## src/rtl/led_frame_sched.sv

```systemverilog
// LED-domain frame scheduler: streams N_LED FIFO words per request to the serializer, pads black on underrun.
// Optional macro LED_FRAME_SCHED_FLUSH_EN: after a padded frame, late FIFO words are drained during GAP.
module led_frame_sched #(
   parameter int WORD_W    = 12,
   parameter int N_LED     = 35,
   parameter int GAP_CYC   = 1024,
   parameter int STALL_MAX = 64
) (
   input  logic              clk_slow,
   input  logic              rstn,
   input  logic              sched_en,
   input  logic              frame_req,
   input  logic              fifo_empty,
   input  logic [WORD_W-1:0] fifo_dout,
   output logic              fifo_rd,
   output logic              phy_valid,
   input  logic              phy_ready,
   output logic [WORD_W-1:0] phy_data,
   output logic              phy_sof,
   output logic              phy_eof,
   output logic              frame_done,
   output logic              req_drop,
   output logic              busy,
   output logic [7:0]        underrun_cnt
);
   localparam int CNT_W = (N_LED > 1) ? $clog2(N_LED) : 1;
   localparam int GAP_W = (GAP_CYC > 1) ? $clog2(GAP_CYC) : 1;
   localparam int STL_W = (STALL_MAX > 1) ? $clog2(STALL_MAX) : 1;
   localparam logic [CNT_W-1:0] LAST_WORD = CNT_W'(N_LED - 1);
   localparam logic [GAP_W-1:0] GAP_LAST  = GAP_W'(GAP_CYC - 1);
   localparam logic [STL_W-1:0] STALL_LIM = STL_W'(STALL_MAX - 1);

   typedef enum logic [1:0] {S_IDLE = 2'd0, S_SEND = 2'd1, S_GAP = 2'd2} state_t;

   state_t           state_q;
   logic [CNT_W-1:0] word_cnt_q;
   logic [GAP_W-1:0] gap_cnt_q;
   logic [STL_W-1:0] stall_q;
   logic             pad_q;
   logic             pend_q;
   logic             frame_done_q;
   logic             req_drop_q;
   logic [7:0]       underrun_q;

   logic             in_send_s;
   logic             xfer_s;
   logic             pad_start_s;
   logic [STL_W-1:0] stall_nx_s;

   // Serializer-facing handshake is combinational from state, counters and FIFO flags.
   always_comb begin
      in_send_s   = (state_q == S_SEND);
      phy_valid   = in_send_s && (!fifo_empty || pad_q);
      phy_data    = (in_send_s && !pad_q) ? fifo_dout : {WORD_W{1'b0}};
      xfer_s      = phy_valid && phy_ready;
      phy_sof     = phy_valid && (word_cnt_q == {CNT_W{1'b0}});
      phy_eof     = phy_valid && (word_cnt_q == LAST_WORD);
      stall_nx_s  = stall_q + STL_W'(1);
      pad_start_s = in_send_s && fifo_empty && !pad_q && (stall_nx_s == STALL_LIM);
`ifdef LED_FRAME_SCHED_FLUSH_EN
      fifo_rd     = (xfer_s && !pad_q) || ((state_q == S_GAP) && pad_q && !fifo_empty);
`else
      fifo_rd     = xfer_s && !pad_q;
`endif
   end

   assign frame_done   = frame_done_q;
   assign req_drop     = req_drop_q;
   assign busy         = (state_q != S_IDLE);
   assign underrun_cnt = underrun_q;

   // Frame FSM with word, gap and stall counters plus the one-deep request queue.
   always_ff @(posedge clk_slow) begin
      if (!rstn) begin
         state_q      <= S_IDLE;
         word_cnt_q   <= {CNT_W{1'b0}};
         gap_cnt_q    <= {GAP_W{1'b0}};
         stall_q      <= {STL_W{1'b0}};
         pad_q        <= 1'b0;
         pend_q       <= 1'b0;
         frame_done_q <= 1'b0;
         req_drop_q   <= 1'b0;
         underrun_q   <= 8'd0;
      end else begin
         frame_done_q <= 1'b0;
         req_drop_q   <= 1'b0;
         case (state_q)
            S_IDLE: begin
               if (frame_req && sched_en) begin
                  state_q    <= S_SEND;
                  word_cnt_q <= {CNT_W{1'b0}};
                  stall_q    <= {STL_W{1'b0}};
                  pad_q      <= 1'b0;
               end else if (frame_req) begin
                  req_drop_q <= 1'b1;
               end
            end
            S_SEND: begin
               if (frame_req) begin
                  if (pend_q) req_drop_q <= 1'b1;
                  else        pend_q     <= 1'b1;
               end
               if (xfer_s) begin
                  stall_q <= {STL_W{1'b0}};
                  if (word_cnt_q == LAST_WORD) begin
                     state_q      <= S_GAP;
                     gap_cnt_q    <= {GAP_W{1'b0}};
                     frame_done_q <= 1'b1;
                  end else begin
                     word_cnt_q <= word_cnt_q + CNT_W'(1);
                  end
               end else if (pad_start_s) begin
                  // Padding is sticky for the rest of the frame, even if the FIFO refills.
                  stall_q <= stall_nx_s;
                  pad_q   <= 1'b1;
                  if (underrun_q != 8'hFF) underrun_q <= underrun_q + 8'd1;
               end else if (fifo_empty && !pad_q) begin
                  stall_q <= stall_nx_s;
               end
            end
            S_GAP: begin
               if (gap_cnt_q == GAP_LAST) begin
                  pend_q <= 1'b0;
                  if (frame_req && pend_q) req_drop_q <= 1'b1;
                  if ((pend_q || frame_req) && sched_en) begin
                     state_q    <= S_SEND;
                     word_cnt_q <= {CNT_W{1'b0}};
                     stall_q    <= {STL_W{1'b0}};
                     pad_q      <= 1'b0;
                  end else begin
                     state_q <= S_IDLE;
                  end
               end else begin
                  gap_cnt_q <= gap_cnt_q + GAP_W'(1);
                  if (frame_req) begin
                     if (pend_q) req_drop_q <= 1'b1;
                     else        pend_q     <= 1'b1;
                  end
               end
            end
            default: state_q <= S_IDLE;
         endcase
      end
   end
endmodule

```

## config.mk

```make
export PLATFORM = sky130hd
export DESIGN_NAME = led_frame_sched
export DESIGN_NICKNAME = d
export VERILOG_FILES = /design/src/rtl/led_frame_sched.sv
export SDC_FILE = /design/constraint.sdc
export NUM_CORES = 1
export LEC_CHECK = 0
export ABC_AREA = 1
export BUFFER_PORTS_ARGS = -buffer_cell sky130_fd_sc_hd__buf_2
export CAP_MARGIN = 20
export CORE_ASPECT_RATIO = 0.8
export CORE_MARGIN = 3
export CORE_UTILIZATION = 55
export CTS_BUF_LIST = sky130_fd_sc_hd__clkbuf_4
export DETAILED_ROUTE_END_ITERATION = 8
export PLACE_DENSITY = 0.79
export SLEW_MARGIN = 5
export SYNTH_ARGS = -nofsm -noshare
export SYNTH_HDL_FRONTEND = slang
export SYNTH_SLANG_ARGS = --single-unit
```

## constraint.sdc

```tcl
create_clock -name clk_slow -period 4.65 [get_ports clk_slow]
set_clock_uncertainty 0.15 [all_clocks]
set_input_delay 0.2325 -clock clk_slow [delete_from_list [all_inputs] [get_ports clk_slow]]
set_output_delay 0.2325 -clock clk_slow [all_outputs]
set_load 0.01 [all_outputs]
```

# --- Yosys cells after proc, flatten, opt, wreduce, memory -nomap -nowiden ---
# Cells that the tools add are included.
# W data, S select, Z words.
totals:
  regBits: 36
  latch_bits: 0
  ramBits: 0
  rom_bits: 0
  in_bits: 18
  wordCells: 97
  mem_count: 0
classes:
  n_addsub: 4
  mul: 0
  div_mod_pow: 0
  magnitude_cmp: 0
  n_eq_ne: 16
  shift: 0
  n_mux: 38
  n_bitwise: 1
  n_reduce_logical: 29
ops:
  columns: ["cell", "count"]
  rows:
  - ["$mux W6", 8]
  - ["$pmux W6 S3", 2]
  - ["$mux W10", 3]
  - ["$pmux W10 S2", 1]
  - ["$mux W1", 15]
  - ["$logic_and A1 B1 Y1", 13]
  - ["$add A6 B1 Y6 const B", 2]
  - ["$eq A6 B6 Y1 const B", 2]
  - ["$mux W12", 1]
  - ["$ne A2 B2 Y1 const B", 6]
  - ["$reduce_and A4 Y1", 3]
  - ["$reduce_and A6 Y1", 2]
  - ["$add A10 B1 Y10 const B", 1]
  - ["$eq A10 B10 Y1 const B", 1]
  - ["$add A8 B1 Y8 const B", 1]
  - ["$mux W2", 4]
  - ["$ne A8 B8 Y1 const B", 1]
  - ["$logic_not A6 Y1", 1]
  - ["$ne A2 B1 Y1 const B", 3]
  - ["$pmux W1 S3", 2]
  - ["$pmux W2 S3", 1]
  - ["$reduce_and A5 Y1", 1]
  - ["$ne A4 B1 Y1 const B", 1]
  - ["$reduce_bool A2 Y1", 2]
  - ["other kinds (9)", 11]

# --- Depth between registers and ports, before layout ---
logic_depth:
  ltp_word: 7
  mapped_depth: 13
  ltp_nobuf: 12

# --- Worst setup path before layout ---
# OpenSTA, ideal clock, no wires.
synth_path:
  kind: "reg-to-reg"
  from: "register state_q[1]"
  to: "register underrun_q[6], in the netlist underrun_cnt[6]"
  arrival_time_ns: 1.439
  required_time_ns: 4.368
  slack_ns: 2.929
  stages_incl_launch_ff: 13
  path_buffers: 1
  period_less_slack_ns: 1.721
  cell_sequence: "dfxtp_1 -> inv_1 -> ha_1 -> buf_4 -> inv_4 -> nor2_2 -> nand2_1 -> nor2_2 -> nand2_2 -> nor2_8 -> nand3_4 -> nand2_1 -> a21oi_1"
synth_between:
  elab_chain_cells: 5
  elab_cells_between_ends: 8
synth_rtl:
  columns: ["item", "line_no", "source"]
  rows:
  - ["start, declared", "35", "state_t state_q;"]
  - ["start signal, assigned", "75", "state_q <= S_IDLE;"]
  - ["start signal, assigned", "90", "state_q <= S_SEND;"]
  - ["start signal, assigned", "106", "state_q <= S_GAP;"]
  - ["$eq A2 B1 Y1 *", "52", "in_send_s = (state_q == S_SEND);"]
  - ["via in_send_s", "45", "logic in_send_s;"]
  - ["$logic_and A1 B1 Y1 (on tied branches)", "59, 53", null]
  - ["$logic_and A1 B1 Y1 (on tied branches)", "59, 55", null]
  - ["$logic_and A1 B1 Y1 / $not A1 Y1 (equally long branches)", null, null]
  - ["$reduce_and A4 Y1 (no source line) *", null, null]
  - ["end signal, assigned", "116", "if (underrun_q != 8'hFF) underrun_q <= underrun_q + 8'd1;"]
  - ["end, declared", "43", "logic [7:0] underrun_q;"]
# The timed path passes the listed nets; every way through them passes the cells marked *.
# A chain may end at the register's enable or synchronous reset.

# --- Final worst setup path ---
layout_path:
  from: "register state_q[1]"
  to: "output port phy_data[0]"
layout_between:
  elab_chain_cells: 3
layout_rtl:
  columns: ["item", "line_no", "source"]
  rows:
  - ["$eq A2 B1 Y1", "52", null]
  - ["via in_send_s", "45", null]
  - ["$logic_and A1 B1 Y1", "54", "phy_data = (in_send_s && !pad_q) ? fifo_dout : {WORD_W{1'b0}};"]
  - ["$mux W12", "54", null]
  - ["end, declared", "18", "output logic [WORD_W-1:0] phy_data,"]
# The timed path passes the listed nets, and every way through them passes these cells.

==> results.py <==
metrics = {
    "global_route": {
        "grt_first_pass_wirelength_um": 9670,
        "maximum_number_of_pins_on_one_net_before_global_route_repair": 22,
        "antenna_found_initial": 0,
        "grt_pass1_vias": 2325,
        "gr-total-overflow": 0,
        "grt_usage_pct": 22.5,
    },
    "run": {
        "max_cap_viol_count": 0,
    },
    "floorplan": {
        "placeable_core_region_mm2": 0.00426,
        "rows": 21,
        "die-area_mm2": 0.00535,
        "design.portCount": 45,
        "die_w_um": 81.0,
        "die_h_um": 66.0,
        "start_util_pct": 58.2,
    },
    "critical_path": {
        "critical_path.cell_chain": "inv_1 > ha_1 > inv_4 > nor2_2 > inv_1 > nor2_1 > buf_2",
        "crit_type": "reg2out",
        "crit_buf_inv": 4,
        "crit_path_max_fo": 12,
        "critical_path.max_stage_delay_ns": 0.41,
        "setup.reg_to_reg.worst_slack_ns": 2.44,
        "critPathCaptureType": "output pin",
        "worstSetupStartpointType": "flop",
        "timing.critical_path.arrival_ns": 1.88,
        "cp_common_cell": "sky130_fd_sc_hd__inv_1",
        "crit_required_ns": 4.27,
        "cp_top_family": "buffers and inverters",
        "crit_slowest_cell": "sky130_fd_sc_hd__ha_1",
    },
    "logic_synthesis": {
        "yosysTopAreaCellShare_pct": 29.1,
        "most_instantiated_cells_after_synthesis": "90 x sky130_fd_sc_hd__nand2_1, 88 x sky130_fd_sc_hd__nor2_1, 57 x sky130_fd_sc_hd__inv_1",
        "syn_inst": 407,
        "synth.largest_area_cell": "sky130_fd_sc_hd__dfxtp_1",
        "seq_area_frac_synth_pct": 29.1,
        "async_reset_ff_share_pct": 0,
        "syn-mean-instance-area_um2": 6.09,
        "mappedNetlistNets": 437,
        "yosys_reg_bits": 36,
        "post-synth-top-count-cell": "sky130_fd_sc_hd__nand2_1",
        "yosys_most_used_dff": "sky130_fd_sc_hd__dfxtp_1",
        "synth.yosys.warnings": 0,
        "synth.area.top_cells": "sky130_fd_sc_hd__dfxtp_1 29%, sky130_fd_sc_hd__nand2_1 14%, sky130_fd_sc_hd__nor2_1 13%",
        "post_synth_num_cell_types": 31,
        "synth_enable_flop_cells": 0,
        "synth.cell_area_mm2": 0.00248,
    },
    "timing": {
        "timing.fmax_mhz": 443,
        "timing.max_slew.rel_slack_pct": 67.5,
        "timing.final.hold_violations": 0,
        "tightestPinTransition_ns": 0.488,
        "setup_total_negative_slack_ns": 0,
        "layout_worst_path_cycle_share_pct": 48.5,
        "setup_violations": 0,
        "final.min_clock_period_ns": 2.26,
        "grt_setup_unrepaired": "false",
        "maxSlewViolCount": 0,
    },
    "layout": {
        "drive_gt1_share_pct": 16.2,
        "multi_input_comb_area_mm2": 0.00146,
        "final-seq-area_um2": 721,
        "fillerInstances": 399,
        "final_design_area_no_fill_mm2": 0.00285,
        "areaGrowthSynthToFinish_pct": 15.2,
        "num_antenna_cells": 0,
        "finalNetCount": 480,
        "stdcell_count": 508,
    },
    "drt": {
        "firstDrtPassIters": 5,
        "ant_nets": 0,
        "vias_per_cell": 4.99,
        "avgRoutedWirePerCell_um": 10.8,
        "drtIter0Drc": 90,
        "finalWirelength_um": 5470,
        "remaining_drc_errors": 0,
        "via_count": 2536,
    },
    "cts": {
        "root_buffer": "sky130_fd_sc_hd__clkbuf_4",
        "cts_hold_buffers": 0,
        "ctsResizeCount": 0,
        "clkLatencyLatePin_ns": 0.35,
        "worst_path_clk_slew_ns": 0.12,
        "numCtsBuffers": 5,
        "clock_sink_count": 36,
        "htree_levels": 2,
        "tritoncts": "done",
        "postCtsSetupRepairBufs": 0,
        "cts-root-to-sink-buffers": 2,
    },
    "pwr": {
        "p_total_uw": 1400,
        "ir_worst_vdd_mv": 0.380,
        "power-per-cell-area_mw_per_mm2": 489,
        "total_leakage_power_uw": 0.00142,
    },
    "min_path": {
        "holdCritPathClass": "in2reg",
    },
    "status": {
        "status": "finished clean",
    },
    "placement": {
        "dp_cells": 500,
        "placed_area_mm2": 0.00273,
        "post-dp-hpwl_um": 4210,
        "place.port_buffers": 44,
        "gp_weighted_congestion": 0.856,
    },
}
[state kept, by name, indices dropped and copies added, names as in the netlist]
signal,flops
stall_q,6
underrun_cnt,8
frame_done,1
gap_cnt_q,10
pad_q,1
req_drop,1
state_q,2
word_cnt_q,6
pend_q,1
[report_power, final]
| group | internal, uW | switching [uW] |
|---|---|---|
| Combinational | 201 | 419 |
| Sequential | 366 | 75.6 |
| Clock | 221 | 111 |
[metal layers]
layer / routed length (um) / GRT usage, % / vias up
met2: 2590 / 37.5 / 44
met5: 0 / 0 / -
met1: 2600 / 29.1 / 1124
li1: - / - / 1357
met4: 85 / 7.59 / 0
met3: 197 / 4.22 / 11
[layout by cell type, fill, tap and decap left out, types with 6 or more instances in the layout]
cell type / count
sky130_fd_sc_hd__buf_2: 44
sky130_fd_sc_hd__inv_1: 57
sky130_fd_sc_hd__a21oi_1: 24
sky130_fd_sc_hd__o21ai_0: 7
sky130_fd_sc_hd__nor2_1: 88
sky130_fd_sc_hd__inv_2: 6
sky130_fd_sc_hd__nand3_1: 25
sky130_fd_sc_hd__nand2_1: 90
sky130_fd_sc_hd__o21ai_1: 14
sky130_fd_sc_hd__dfxtp_1: 36
sky130_fd_sc_hd__ha_1: 12
sky130_fd_sc_hd__nand4_1: 11
[area by class of cell]
cell class	instances	area share, %
inverter	66	8.82
tap	57	2.50
clock buffer	5	1.32
sequential	36	25.3
multi-input combinational	297	51.2
clock inverter	3	3.16
timing repair buffer	44	7.72
[logic make-up (layout without fill, tap and decap cells)]
kind of cell / after synthesis / count (layout) / share of synthesized area (%)
xor gates and xnor gates: 5 / 5 / 1.77
buffers and inverters: 74 / 118 / 11.9
adders and majority gates: 12 / 12 / 6.06
DFF: 36 / 36 / 29.1
and+or+nand+nor: 233 / 233 / 41.1
AOI/OAI and AO/OA: 47 / 47 / 10.1
[final timing paths]
kind                startpoint      endpoint  depth (start not counted)
setup / recovery    state_q[1]   phy_data[0]                          7
hold / removal       frame_req      req_drop                          3
setup reg to reg    state_q[1]    state_q[0]                          9
hold reg to reg   gap_cnt_q[3]  gap_cnt_q[3]                          2
[worst register-to-register path, stage by stage, from the launching register on]
cell and delay [ns]:
sky130_fd_sc_hd__dfxtp_1 0.35, sky130_fd_sc_hd__inv_1 0.11, sky130_fd_sc_hd__ha_1 0.41, sky130_fd_sc_hd__nand2_1 0.20
sky130_fd_sc_hd__nor2_1 0.21, sky130_fd_sc_hd__nand2_1 0.13, sky130_fd_sc_hd__a21oi_1 0.33, sky130_fd_sc_hd__nand2_1 0.10
sky130_fd_sc_hd__nand2_1 0.08, sky130_fd_sc_hd__nor2_1 0.04
[per-stage QoR]
step	util (%)	setup WS [ns]	hold WS [ns]
floorplan	-	2.93	0.223
global placement	64.0	2.56	0.327
detailed placement	64.0	2.50	0.333
CTS	67.0	2.36	0.0171
global route	67.0	2.17	0.0189
finish	67.0	2.39	0.0209
No activity file was read; power rests on OpenSTA's default activity.
